File: src/rtl/sid_voice_mixer_dac_pkg.sv
// Shared constants and volume-ramp helpers for the SID voice mixer and its DAC modulator.
package sid_voice_mixer_dac_pkg;

    localparam int SID_VOICE_W   = 8;
    localparam int SID_VOL_W     = 4;
    localparam int SID_MIX_SHIFT = 5;
    localparam int SID_MIX_MAX   = 239;

    localparam int SID_SUM_W  = SID_VOICE_W + 1;
    localparam int SID_PROD_W = SID_SUM_W + SID_VOL_W;
    localparam int SID_MIX_W  = $clog2(SID_MIX_MAX + 1);

    typedef enum logic [1:0] {
        RAMP_HOLD,
        RAMP_UP,
        RAMP_DOWN
    } ramp_dir_t;

    function automatic ramp_dir_t ramp_dir(input logic [SID_VOL_W-1:0] cur,
                                           input logic [SID_VOL_W-1:0] target);
        if (cur < target) return RAMP_UP;
        if (cur > target) return RAMP_DOWN;
        return RAMP_HOLD;
    endfunction

endpackage

File: src/rtl/sid_voice_mixer_dac_dac_mod.sv
// 1-bit DAC modulator: free-running period counter, wrap-latched duty, PWM comparator
// or (with SID_MIX_SIGMA_DELTA_EN defined) a first-order sigma-delta accumulator.
module sid_dac_mod
    import sid_voice_mixer_dac_pkg::*;
#(
    parameter int PWM_BITS = 8
) (
    input  logic                 clk,
    input  logic                 rst_n,
    input  logic [SID_MIX_W-1:0] mix,
    output logic                 wrap,
    output logic                 audio_out,
    output logic                 sample_strobe,
    output logic [PWM_BITS-1:0]  duty
);

    localparam logic [PWM_BITS-1:0] CNT_MAX = '1;

    logic [PWM_BITS-1:0] cnt_reg;
    logic [PWM_BITS-1:0] duty_reg;
    logic [PWM_BITS-1:0] aligned;
    logic                strobe_reg;

    // Mix is left-aligned so its full scale tracks the period length.
    assign aligned = PWM_BITS'(mix) << (PWM_BITS - SID_MIX_W);
    assign wrap    = (cnt_reg == CNT_MAX);

    always_ff @(posedge clk or negedge rst_n) begin
        if (!rst_n) begin
            cnt_reg    <= '0;
            duty_reg   <= '0;
            strobe_reg <= 1'b0;
        end else begin
            cnt_reg    <= cnt_reg + 1'b1;
            strobe_reg <= wrap;
            if (wrap) begin
                duty_reg <= aligned;
            end
        end
    end

`ifdef SID_MIX_SIGMA_DELTA_EN
    logic [PWM_BITS:0] acc_reg;

    // Carry out of the phase accumulator is the output bit; density is duty/2^PWM_BITS.
    always_ff @(posedge clk or negedge rst_n) begin
        if (!rst_n) begin
            acc_reg <= '0;
        end else begin
            acc_reg <= {1'b0, acc_reg[PWM_BITS-1:0]} + {1'b0, duty_reg};
        end
    end

    assign audio_out = acc_reg[PWM_BITS];
`else
    logic out_reg;

    always_ff @(posedge clk or negedge rst_n) begin
        if (!rst_n) begin
            out_reg <= 1'b0;
        end else begin
            out_reg <= (cnt_reg < duty_reg);
        end
    end

    assign audio_out = out_reg;
`endif

    assign sample_strobe = strobe_reg;
    assign duty          = duty_reg;

endmodule

File: src/rtl/sid_voice_mixer_dac.sv
// Two-voice mixer with ramped master volume feeding a 1-bit DAC (sid_dac_mod).
// Define SID_MIX_SIGMA_DELTA_EN to use the sigma-delta modulator instead of PWM.
module sid_voice_mixer_dac
    import sid_voice_mixer_dac_pkg::*;
#(
    parameter int PWM_BITS     = 8,
    parameter int RAMP_PERIODS = 1
) (
    input  logic                   clk,
    input  logic                   rst_n,
    input  logic [SID_VOICE_W-1:0] voice1,
    input  logic [SID_VOICE_W-1:0] voice2,
    input  logic [SID_VOL_W-1:0]   volume,
    input  logic                   mute,
    output logic                   audio_out,
    output logic                   sample_strobe,
    output logic [PWM_BITS-1:0]    duty,
    output logic [SID_VOL_W-1:0]   vol_cur
);

    localparam logic [7:0] RAMP_LAST = 8'(RAMP_PERIODS - 1);

    logic [SID_SUM_W-1:0]  sum_reg;
    logic [SID_MIX_W-1:0]  mix_reg;
    logic [SID_PROD_W-1:0] prod;
    logic [SID_VOL_W-1:0]  vol_reg;
    logic [SID_VOL_W-1:0]  vol_next;
    logic [SID_VOL_W-1:0]  target;
    logic [7:0]            ramp_cnt_reg;
    logic [7:0]            ramp_cnt_next;
    ramp_dir_t             dir;
    logic                  wrap;

    assign prod = SID_PROD_W'(sum_reg) * SID_PROD_W'(vol_reg);

    always_ff @(posedge clk or negedge rst_n) begin
        if (!rst_n) begin
            sum_reg <= '0;
            mix_reg <= '0;
        end else begin
            sum_reg <= SID_SUM_W'(voice1) + SID_SUM_W'(voice2);
            mix_reg <= prod[SID_PROD_W-1:SID_MIX_SHIFT];
        end
    end

    // Mute overrides the requested volume; the ramp walks toward whichever applies.
    assign target = mute ? '0 : volume;
    assign dir    = ramp_dir(vol_reg, target);

    always_comb begin
        vol_next      = vol_reg;
        ramp_cnt_next = ramp_cnt_reg;
        if (wrap) begin
            if (dir == RAMP_HOLD) begin
                ramp_cnt_next = '0;
            end else if (ramp_cnt_reg == RAMP_LAST) begin
                ramp_cnt_next = '0;
                vol_next      = (dir == RAMP_UP) ? vol_reg + 1'b1 : vol_reg - 1'b1;
            end else begin
                ramp_cnt_next = ramp_cnt_reg + 1'b1;
            end
        end
    end

    always_ff @(posedge clk or negedge rst_n) begin
        if (!rst_n) begin
            vol_reg      <= '0;
            ramp_cnt_reg <= '0;
        end else begin
            vol_reg      <= vol_next;
            ramp_cnt_reg <= ramp_cnt_next;
        end
    end

    sid_dac_mod #(
        .PWM_BITS(PWM_BITS)
    ) u_dac_mod (
        .clk          (clk),
        .rst_n        (rst_n),
        .mix          (mix_reg),
        .wrap         (wrap),
        .audio_out    (audio_out),
        .sample_strobe(sample_strobe),
        .duty         (duty)
    );

    assign vol_cur = vol_reg;

endmodule

File: config.mk
export PLATFORM = sky130hd
export DESIGN_NAME = sid_voice_mixer_dac
export DESIGN_NICKNAME = d
export VERILOG_FILES = /design/src/rtl/sid_voice_mixer_dac_pkg.sv /design/src/rtl/sid_voice_mixer_dac_dac_mod.sv /design/src/rtl/sid_voice_mixer_dac.sv
export SDC_FILE = /design/constraint.sdc
export NUM_CORES = 1
export LEC_CHECK = 0
export CORE_ASPECT_RATIO = 1.4
export CORE_MARGIN = 2
export CORE_UTILIZATION = 34
export CTS_BUF_LIST = sky130_fd_sc_hd__clkbuf_8
export CTS_CLUSTER_DIAMETER = 40
export CTS_CLUSTER_SIZE = 20
export DETAILED_ROUTE_END_ITERATION = 8
export GPL_ROUTABILITY_DRIVEN = 0
export GPL_TIMING_DRIVEN = 0
export PLACE_DENSITY = 0.61
export SLEW_MARGIN = 15
export SYNTH_ARGS = -nofsm -noshare
export SYNTH_HDL_FRONTEND = slang
export SYNTH_HIERARCHICAL = 1
export SYNTH_SLANG_ARGS = --single-unit
File: constraint.sdc
create_clock -name clk -period 2.9 [get_ports clk]
set_input_delay 0.29 -clock clk [delete_from_list [all_inputs] [get_ports clk]]
set_output_delay 0.29 -clock clk [all_outputs]
set_load 0.01 [all_outputs]
**Word level (Yosys, flattened, before mapping)**

Index checks and enable logic that the tools add are counted.

- $add $sub $neg: 5
- Reduce and logical (&&, ||, !) cells: 3
- Mux-type cells: 11
- Bitwise gates (word level): 1
- Order comparisons: 3
- Eq/ne operators: 2
- $mul: 1

Operator list:

| operator | count |
|---|---|
| $add 8x1->8 const B | 2 |
| $mux 8 | 2 |
| $mul 9x4->13 | 1 |
| $add 8x8->9 | 1 |
| $eq 8x8->1 const B | 1 |
| $logic_not 8->1 | 1 |
| $lt 8x8->1 | 1 |
| $mux 2 | 4 |
| $mux 4 | 2 |
| $add 4x1->4 const B | 1 |
| $gt 4x4->1 | 1 |
| $lt 4x4->1 | 1 |
| $sub 4x1->4 const B | 1 |
| $mux 1 | 3 |
| $reduce_and 3->1 | 1 |
| $eq 2x1->1 const B | 1 |
| $logic_not 2->1 | 1 |
| $not 1->1 | 1 |

- Bits of input ports: 23
- Register bits after elaboration: 47
- Logic and storage cells: 34

**Depth between registers and ports, before layout**

Gate-level depths: netlist of the first run.

- Depth after elaboration: 9
- Gate-level depth with buffers: 12

**Cells and area by module**

The synthesis of the first run kept the hierarchy.

Modules (own cells, without submodules):

| module | area an instance (um^2) | seq. area each (um^2) | cells each | instances |
|---|---|---|---|---|
| sid_voice_mixer_dac | 2518.7 | 725.7 | 250 | 1 |
| sid_dac_mod | 853.3 | 450.4 | 71 | 1 |

**Worst setup path before layout of the first run**

OpenSTA, ideal clock, no wires.

- Path kind: register to register
- Start point: register vol_reg[3], in the netlist vol_cur[3]
- End point: register mix_reg[5]
- Buffers on the path: 1
- Library setup time: 0.068 ns
- Stages on the path, launching flop included: 13
- Arrival: 3.184 ns
- Data required time: 2.832 ns
- Setup slack: -0.353 ns
- Period minus slack after synthesis: 3.253 ns
- Cells stage by stage: dfrtp_1 > clkbuf_1 > and2_1 > fa_1 > inv_1 > fa_1 > inv_1 > ha_1 > a21o_1 > a21oi_4 > a31oi_4 > or4_1 > nand3_1

- Word-level cells in the longest chain between the ends: 1

Ends and longest elaborated chain:

| what | RTL line | RTL |
|---|---|---|
| start: declaration | sid_voice_mixer_dac.sv:26 | `logic [SID_VOL_W-1:0] vol_reg;` |
| start signal: assignment | sid_voice_mixer_dac.sv:70 | `vol_reg <= vol_next;` |
| $mul 9x4->13 | sid_voice_mixer_dac.sv:34 | `assign prod = SID_PROD_W'(sum_reg) * SID_PROD_W'(vol_reg);` |
| named net prod[10] | sid_voice_mixer_dac.sv:25 | `logic [SID_PROD_W-1:0] prod;` |
| end signal: assignment | sid_voice_mixer_dac.sv:42 | `mix_reg <= prod[SID_PROD_W-1:SID_MIX_SHIFT];` |
| end: declaration | sid_voice_mixer_dac.sv:24 | `logic [SID_MIX_W-1:0] mix_reg;` |

The timed path passes the listed nets, and every way through them passes these cells.
A chain may end at the register's enable or synchronous reset.

**Worst setup path after layout of the first run**

Ends and elaborated chain as after synthesis.

==> results of run 1 <==
-- layer usage --
| metal | vias to the layer above | wire length, µm | global-route usage |
|---|---|---|---|
| li1 | 1197 | - | - |
| met1 | 1201 | 2475 | 0.1427 |
| met3 | 5 | 175 | 0.02507 |
| met2 | 30 | 3286 | 0.2364 |
| met5 | - | 0 | 0 |
| met4 | 0 | 70 | 0.03125 |
-- worst max-delay path by stage --
stage / slack (ns) / cells past startpoint / end / from
floorplan: -0.12 / 12 / mix_reg[5] / vol_cur[3]
global placement: -0.24 / 11 / mix_reg[5] / vol_cur[1]
detailed placement: -0.29 / 10 / mix_reg[5] / vol_cur[1]
CTS: -0.16 / 12 / mix_reg[5] / vol_cur[3]
global route: -0.26 / 12 / mix_reg[5] / vol_cur[3]
finish: -0.14 / 12 / mix_reg[5] / vol_cur[3]
-- cell type report --
class	instances	area share
multi-input combinational	230	0.4948
inverter	38	0.03382
clock inverter	2	0.003856
buffer	4	0.007713
sequential	47	0.2794
clock buffer	6	0.01958
timing repair buffer	54	0.1207
tap	135	0.04005
-- per-stage QoR --
step / hold WS (ns) / util / power (mW) / cell area (µm²) / setup WS, ns
after floorplan: -0.005591 / - / 0.7655 / 3420 / -0.1206
final: 0.4758 / 0.4307 / 1.243 / 4218 / -0.1377
after detailed placement: 0.2895 / 0.4048 / 0.8304 / 3964 / -0.2888
after global routing: 0.4933 / 0.4307 / 1.308 / 4218 / -0.2625
after global placement: 0.4577 / 0.4033 / 0.8251 / 3949 / -0.2396
after CTS: 0.4838 / 0.4293 / 1.264 / 4204 / -0.1592
-- worst register-to-register path: stages (launching register included) --
cell and delay [ns]:
dfrtp_1 0.41, buf_8 0.14, and2_4 0.13, fa_1 0.52
inv_1 0.05, fa_1 0.49, inv_2 0.05, ha_4 0.23
a21o_1 0.20, a21oi_4 0.16, a31oi_4 0.13, or4_1 0.41
nand3_1 0.08
-- kinds of logic after synthesis --
logic type	Yosys count	share of synthesized area
AOI/OAI and AO/OA	54	0.1154
xor gates and xnor gates	23	0.05974
adders and majority gates	54	0.2338
buffers and inverters	44	0.05121
DFF	47	0.3488
muxes	10	0.03303
and+or+nand+nor	89	0.1581
-- cells in the mapped netlist (all sizes together) (2+ instances only) --
| library cell | instances |
|---|---|
| a21boi | 2 |
| a21o | 9 |
| a21oi | 15 |
| a31oi | 2 |
| and2 | 22 |
| and3 | 5 |
| buf | 4 |
| clkbuf | 2 |
| dfrtp | 47 |
| fa | 15 |
| ha | 39 |
| inv | 38 |
| mux2 | 9 |
| nand2 | 20 |
| nand2b | 3 |
| nand3 | 9 |
| nand4 | 3 |
| nor2 | 12 |
| nor2b | 4 |
| nor3 | 2 |
| nor3b | 3 |
| o211ai | 3 |
| o21a | 2 |
| o21ai | 10 |
| o21ba | 2 |
| o22ai | 4 |
| o31ai | 2 |
| or4 | 2 |
| xnor2 | 17 |
| xor2 | 6 |
-- power breakdown --
part	switching, mW	internal (mW)	leakage [nW]
Clock	0.232	0.195	0.0474
Combinational	0.0553	0.0651	1.48
Sequential	0.0193	0.676	0.592
Total	0.306	0.936	2.12
-- timing repair --
item                       4_1_cts  5_1_grt
pin swaps                       10        6
setup endpoints to repair        8        7
gates resized for setup          8        4
setup buffers                   14        2
hold buffers                     1        0
hold endpoints to repair        20        0
==> metrics.txt, run 1 <==
max reg flops 9; Max clock buf depth 2; nets 457; TritonCTS clock tree built; worst-margin pin slew ~0.49 ns; register area ~1200 µm²; Antenna Cells 0; DRC 0; Vias/cell 4.715; WP data arrival between 3 and 4 ns; RSZ-0062 raised after global routing yes; Main synth FF type dfrtp_1; Initial Util 0.3444; hold path cells 1; P per Cell Area between 200 and 300 nW/µm²; port bufs 36; number of DRC markers in iteration 0 84; P_leak about 2.1 nW; CP cell instances buf_8, and2_4, fa_1, inv_1, fa_1, inv_2, ha_4, a21o_1, a21oi_4, a31oi_4, or4_1, nand3_1; Req. time, crit path between 3 and 4 ns; setup ws final -0.1377 ns; R2R Path End mix_reg[5]; htree depth 2; setup TNS -0.3333 ns; pins over their slew limit 0; most common cell after layout, fill and taps aside dfrtp_1; dpl cells 493; die footprint roughly 11000 µm²; Setup crit end kind flop; outcome complete, but fails checks; share of layout cells above drive strength 1 0.1837; Critical R2R Launch vol_cur[3]; synth top area cells dfrtp_1, ha_1, fa_1, xnor2_1, inv_1; Min Clock Period, post-route just over 3 ns; num ports 37; Fin Clk Skew around 0.011 ns; Routed WL 6008 µm; Crit-path slowest cell fa_1; CTS Sinks 47; initial antenna violation count 0; Max-Cap Viols 0; Synthesized Nets a little under 400; ys async rst share 1.000; count of final setup violators 6; HPWL Detailed 4650 µm; failing checks setup timing; FF-to-FF setup slack -0.14 ns; number of global-route vias before repair between 2000 and 3000; post-route insts no fill slightly above 500; hold path endpoint u_dac_mod/duty[1]; WL per Instance around 12 µm; Hold Vio Cnt, Final 0; first-pass GRT wire length between 10000 and 15000 µm; via count between 2000 and 2500; Setup CP Type flop to flop; mapped cell area about 3400 µm²; DIE HEIGHT 121.8 µm; startpoint types flop; area leader, netlist dfrtp_1; critical path's top delay family adder cells; post-synthesis sequential area ratio 0.3488; most frequent CP cell fa_1; ANT nets after route 0; IR drop worst, VDD approximately 150 µV; Worst Path Buf+Inv 3; GRT Resource Usage Total 0.1259; most frequent cells in the layout dfrtp_1, inv_1, ha_1, clkdlybuf4s50_1, nand2_1; core outline area slightly below 10000 µm²; Clk pin slew, worst setup/hold paths 0.10 ns; drt pass-1 iters 4; Critical Path Max Stage Delay 0.52 ns; FILL cells just under 1000; # rows 43; total gr overflow 0; worst min path class flop to flop; Mean Syn Cell Area roughly 11 µm²; Area Overhead vs Synth 25.08%; Netlist cell types 50; Ys Warns 6; Post-synth EDFFs 0; later-pin clock latency in the skew report between 0.3 and 0.4 ns; Peak Freq about 0.33 GHz; #FFs+latches synth 47; final worst path period share 1.047; Hold Path Origin mix_reg[1]; Reg2Reg Depth 12; critical path fanouts, max 7; Syn Inst Count roughly 320; largest net degree at the start of global routing 28; Multi-input gate area between 2000 and 2500 µm²; Worst slew margin 0.6695; clock buffer count from CTS 5; Root Driver clkbuf_8; Synth top area share 0.3488; chip width about 88 µm
Power figures use the tool's default switching activity.
==> inputs of run 2 (changes only) <==
--- a/config.mk
+++ b/config.mk
@@ -14,8 +14,9 @@
 export DETAILED_ROUTE_END_ITERATION = 8
 export GPL_ROUTABILITY_DRIVEN = 0
 export GPL_TIMING_DRIVEN = 0
-export PLACE_DENSITY = 0.61
-export SLEW_MARGIN = 15
+export MAX_ROUTING_LAYER = met4
+export PLACE_DENSITY = 0.59
+export SLEW_MARGIN = 10
 export SYNTH_ARGS = -nofsm -noshare
 export SYNTH_HDL_FRONTEND = slang
 export SYNTH_HIERARCHICAL = 1
==> constraint.sdc (replaced) <==
create_clock -name clk -period 3.6 [get_ports clk]
set_input_delay 0.36 -clock clk [delete_from_list [all_inputs] [get_ports clk]]
set_output_delay 0.36 -clock clk [all_outputs]
set_load 0.01 [all_outputs]
==> run 2 against run 1 <==
Effect of this change: the run now ends clean; non-clock buffer count fell by 17; die area did not move; global-route usage fell by 0.93 points; sequential share of layout area rose by 1.4 points; flip-flop and latch count did not move; combinational power fell by 20%; clock power fell by 22%; clock skew fell by 0.0043 ns; critical endpoint unchanged; cell count fell by 3.3%; design area fell by 5.1%.
==> metrics.txt, run 2 (synthesis results as in run 1) <==
outcome completed; met3 Track Usage GR 0.01829 (-0.006775); internal power 0.7357 mW (-21%); worst min path class primary input to async pin; Initial Util 0.3444 (unchanged); setup ws final 0.2340 ns (+0.3717 ns); later-pin clock latency in the skew report 0.30 ns (about the same); GRT Max-Usage Layer met2; Layout Utilization 0.4086 (-0.02211); GRT Resource Usage Total 0.1167 (-0.009264); quantity of gates resized following cts 0 (-8); initial antenna violation count 0 (unchanged); IR drop worst, VDD 155.4 µV (+1.5%); Fin Hold WS 0.03528 ns (-0.4405 ns); CTS Sinks 47 (unchanged); Peak Freq 0.2971 GHz (-9.8%); nets 440 (-3.7%); WL per Instance 11.14 µm (-4.3%); Root Driver clkbuf_8; # rows 43 (unchanged); GR Layer Usage met2 0.2157 (-0.02068); number of DRC markers in iteration 0 99 (+18%); critical path fanouts, max 13 (+6); DRC 0 (unchanged); sequential power share 0.567 (+0.007); Req. time, crit path 3.84 ns (+0.69 ns); WP data arrival 3.61 ns (+0.32 ns); TritonCTS clock tree built; startpoint types flop; share of layout cells above drive strength 1 0.1154 (-0.06834); Finished Cell Area 4001 µm² (-5.1%); pins over their slew limit 0 (unchanged); Min Clock Period, post-route 3.366 ns (+0.3283 ns); P_leak 2.029 nW (-4.2%); via count 2319 (-4.7%); first-pass GRT wire length 9887 µm (-9.4%); Clk pin slew, worst setup/hold paths 0.10 ns (about the same); Hold Vio Cnt, Final 0 (unchanged); Antenna Cells 0 (unchanged); GRT met1 Usage 0.1273 (-0.01534); chip width 88.17 µm (unchanged); final worst path period share 0.9350 (-0.1125); drt pass-1 iters 4 (unchanged); RSZ-0062 raised after global routing no; DIE HEIGHT 121.8 µm (unchanged); port bufs 36 (unchanged); worst-margin pin slew 0.5637 ns (+0.06963 ns); Setup CP Type flop to flop; Setup crit end kind flop; Worst slew margin 0.6242 (-0.04535); pre-CTS setup slack 0.1495 ns (+0.4383 ns); # hold bufs at CTS 0 (-1); combinational share of power 0.098 (about the same); htree depth 2 (unchanged); count of final setup violators 0 (-6); Area Overhead vs Synth 18.66%; most frequent cells in the layout dfrtp_1, ha_1, inv_1; die footprint 10740 µm² (unchanged); core outline area 9792 µm² (unchanged); largest net degree at the start of global routing 25 (-11%); Sw Share 0.2552 (+0.008709); Fin Clk Skew 0.007011 ns (-0.004288 ns); most common cell after layout, fill and taps aside dfrtp_1; P per Cell Area 246.9 nW/µm² (-16%); clock group share of total power 0.335 (-0.008); Routed WL 5561 µm (-7.4%); number of global-route vias before repair 2353 (-7.9%); Post-DP Area 3916 µm² (-1.2%); P_sw 0.2520 mW (-18%); total gr overflow 0 (unchanged); ANT nets after route 0 (unchanged); Vias/cell 4.647 (-1.4%); Max-Cap Viols 0 (unchanged); setup TNS 0 ns (+0.3333 ns); Max clock buf depth 2 (unchanged); clock buffer count from CTS 5 (unchanged); max reg flops 9 (unchanged); HPWL Detailed 4581 µm (-1.5%); num ports 37 (unchanged)
-- run 2: cell count changes in the layout (fill, tap and decap cells not counted), sizes merged --
cell         previous run  this run
inv                    38        39
clkinv                  1         0
clkinvlp                1         2
buf                    22         6
clkbuf                  6         5
dlygate4sd3             1         0
-- run 2: critical path, cell delays in order (launching register included) --
cell and delay [ns]:
dfrtp_1 0.56, and2_2 0.29, fa_1 0.47, inv_1 0.05
fa_1 0.52, inv_1 0.04, ha_1 0.32, a21o_1 0.22
a21oi_4 0.19, a31oi_4 0.14, or4_1 0.42, nand3_1 0.08
-- run 2: power by group through the flow --
| stage | logic (mW) | registers, mW | clock network [mW] |
|---|---|---|---|
| 6_report | 0.0964 | 0.560 | 0.331 |
| 5_1_grt | 0.109 | 0.564 | 0.365 |
| 4_1_cts | 0.0989 | 0.561 | 0.347 |
| 3_5_place_dp | 0.0983 | 0.571 | 0 |
| 3_3_place_gp | 0.0935 | 0.572 | 0 |
| 2_1_floorplan | 0.0511 | 0.565 | 0 |
-- run 2: repair_timing --
item	CTS	global route
hold endpoints to repair	0	0
setup buffers	0	0
endpoints found under the setup margin	0	1
-- run 2: metal layers --
layer  part of all wire  vias to the layer above  routed length (µm)
li1                   -                     1166                   -
met1               0.42                     1116                2323
met2               0.54                       32                3012
met3              0.028                        5                 153
met4              0.013                        0                  72
met5                  0                        -                   0
-- run 2: path summary, 6_finish.rpt --
kind,startpoint,to,slack (ns),cells past startpoint
min,rst_n,u_dac_mod/cnt_reg[6],0.04,1
max in group asynchronous,rst_n,vol_cur[2],3.04,2
max reg2reg,vol_cur[1],mix_reg[5],0.23,11
min reg2reg,mix_reg[5],u_dac_mod/duty[5],0.47,1
min in group clk,mix_reg[5],u_dac_mod/duty[5],0.47,1
max,vol_cur[1],mix_reg[5],0.23,11
-- run 2: metrics by stage --
step,power [mW],cells
finish,0.9877,499
floorplan,0.6165,321
detailed placement,0.6696,493
CTS,1.007,501
global route,1.039,499
global placement,0.6651,492
-- run 2: layout make-up --
cell class | count | area [µm²]
inverter | 38 | 142.6
sequential | 47 | 1176
timing repair buffer | 37 | 375.4
multi-input combinational | 230 | 2023
clock inverter | 3 | 23.77
tap | 135 | 168.9
buffer | 4 | 22.52
fill | 982 | 5791
clock buffer | 5 | 68.82
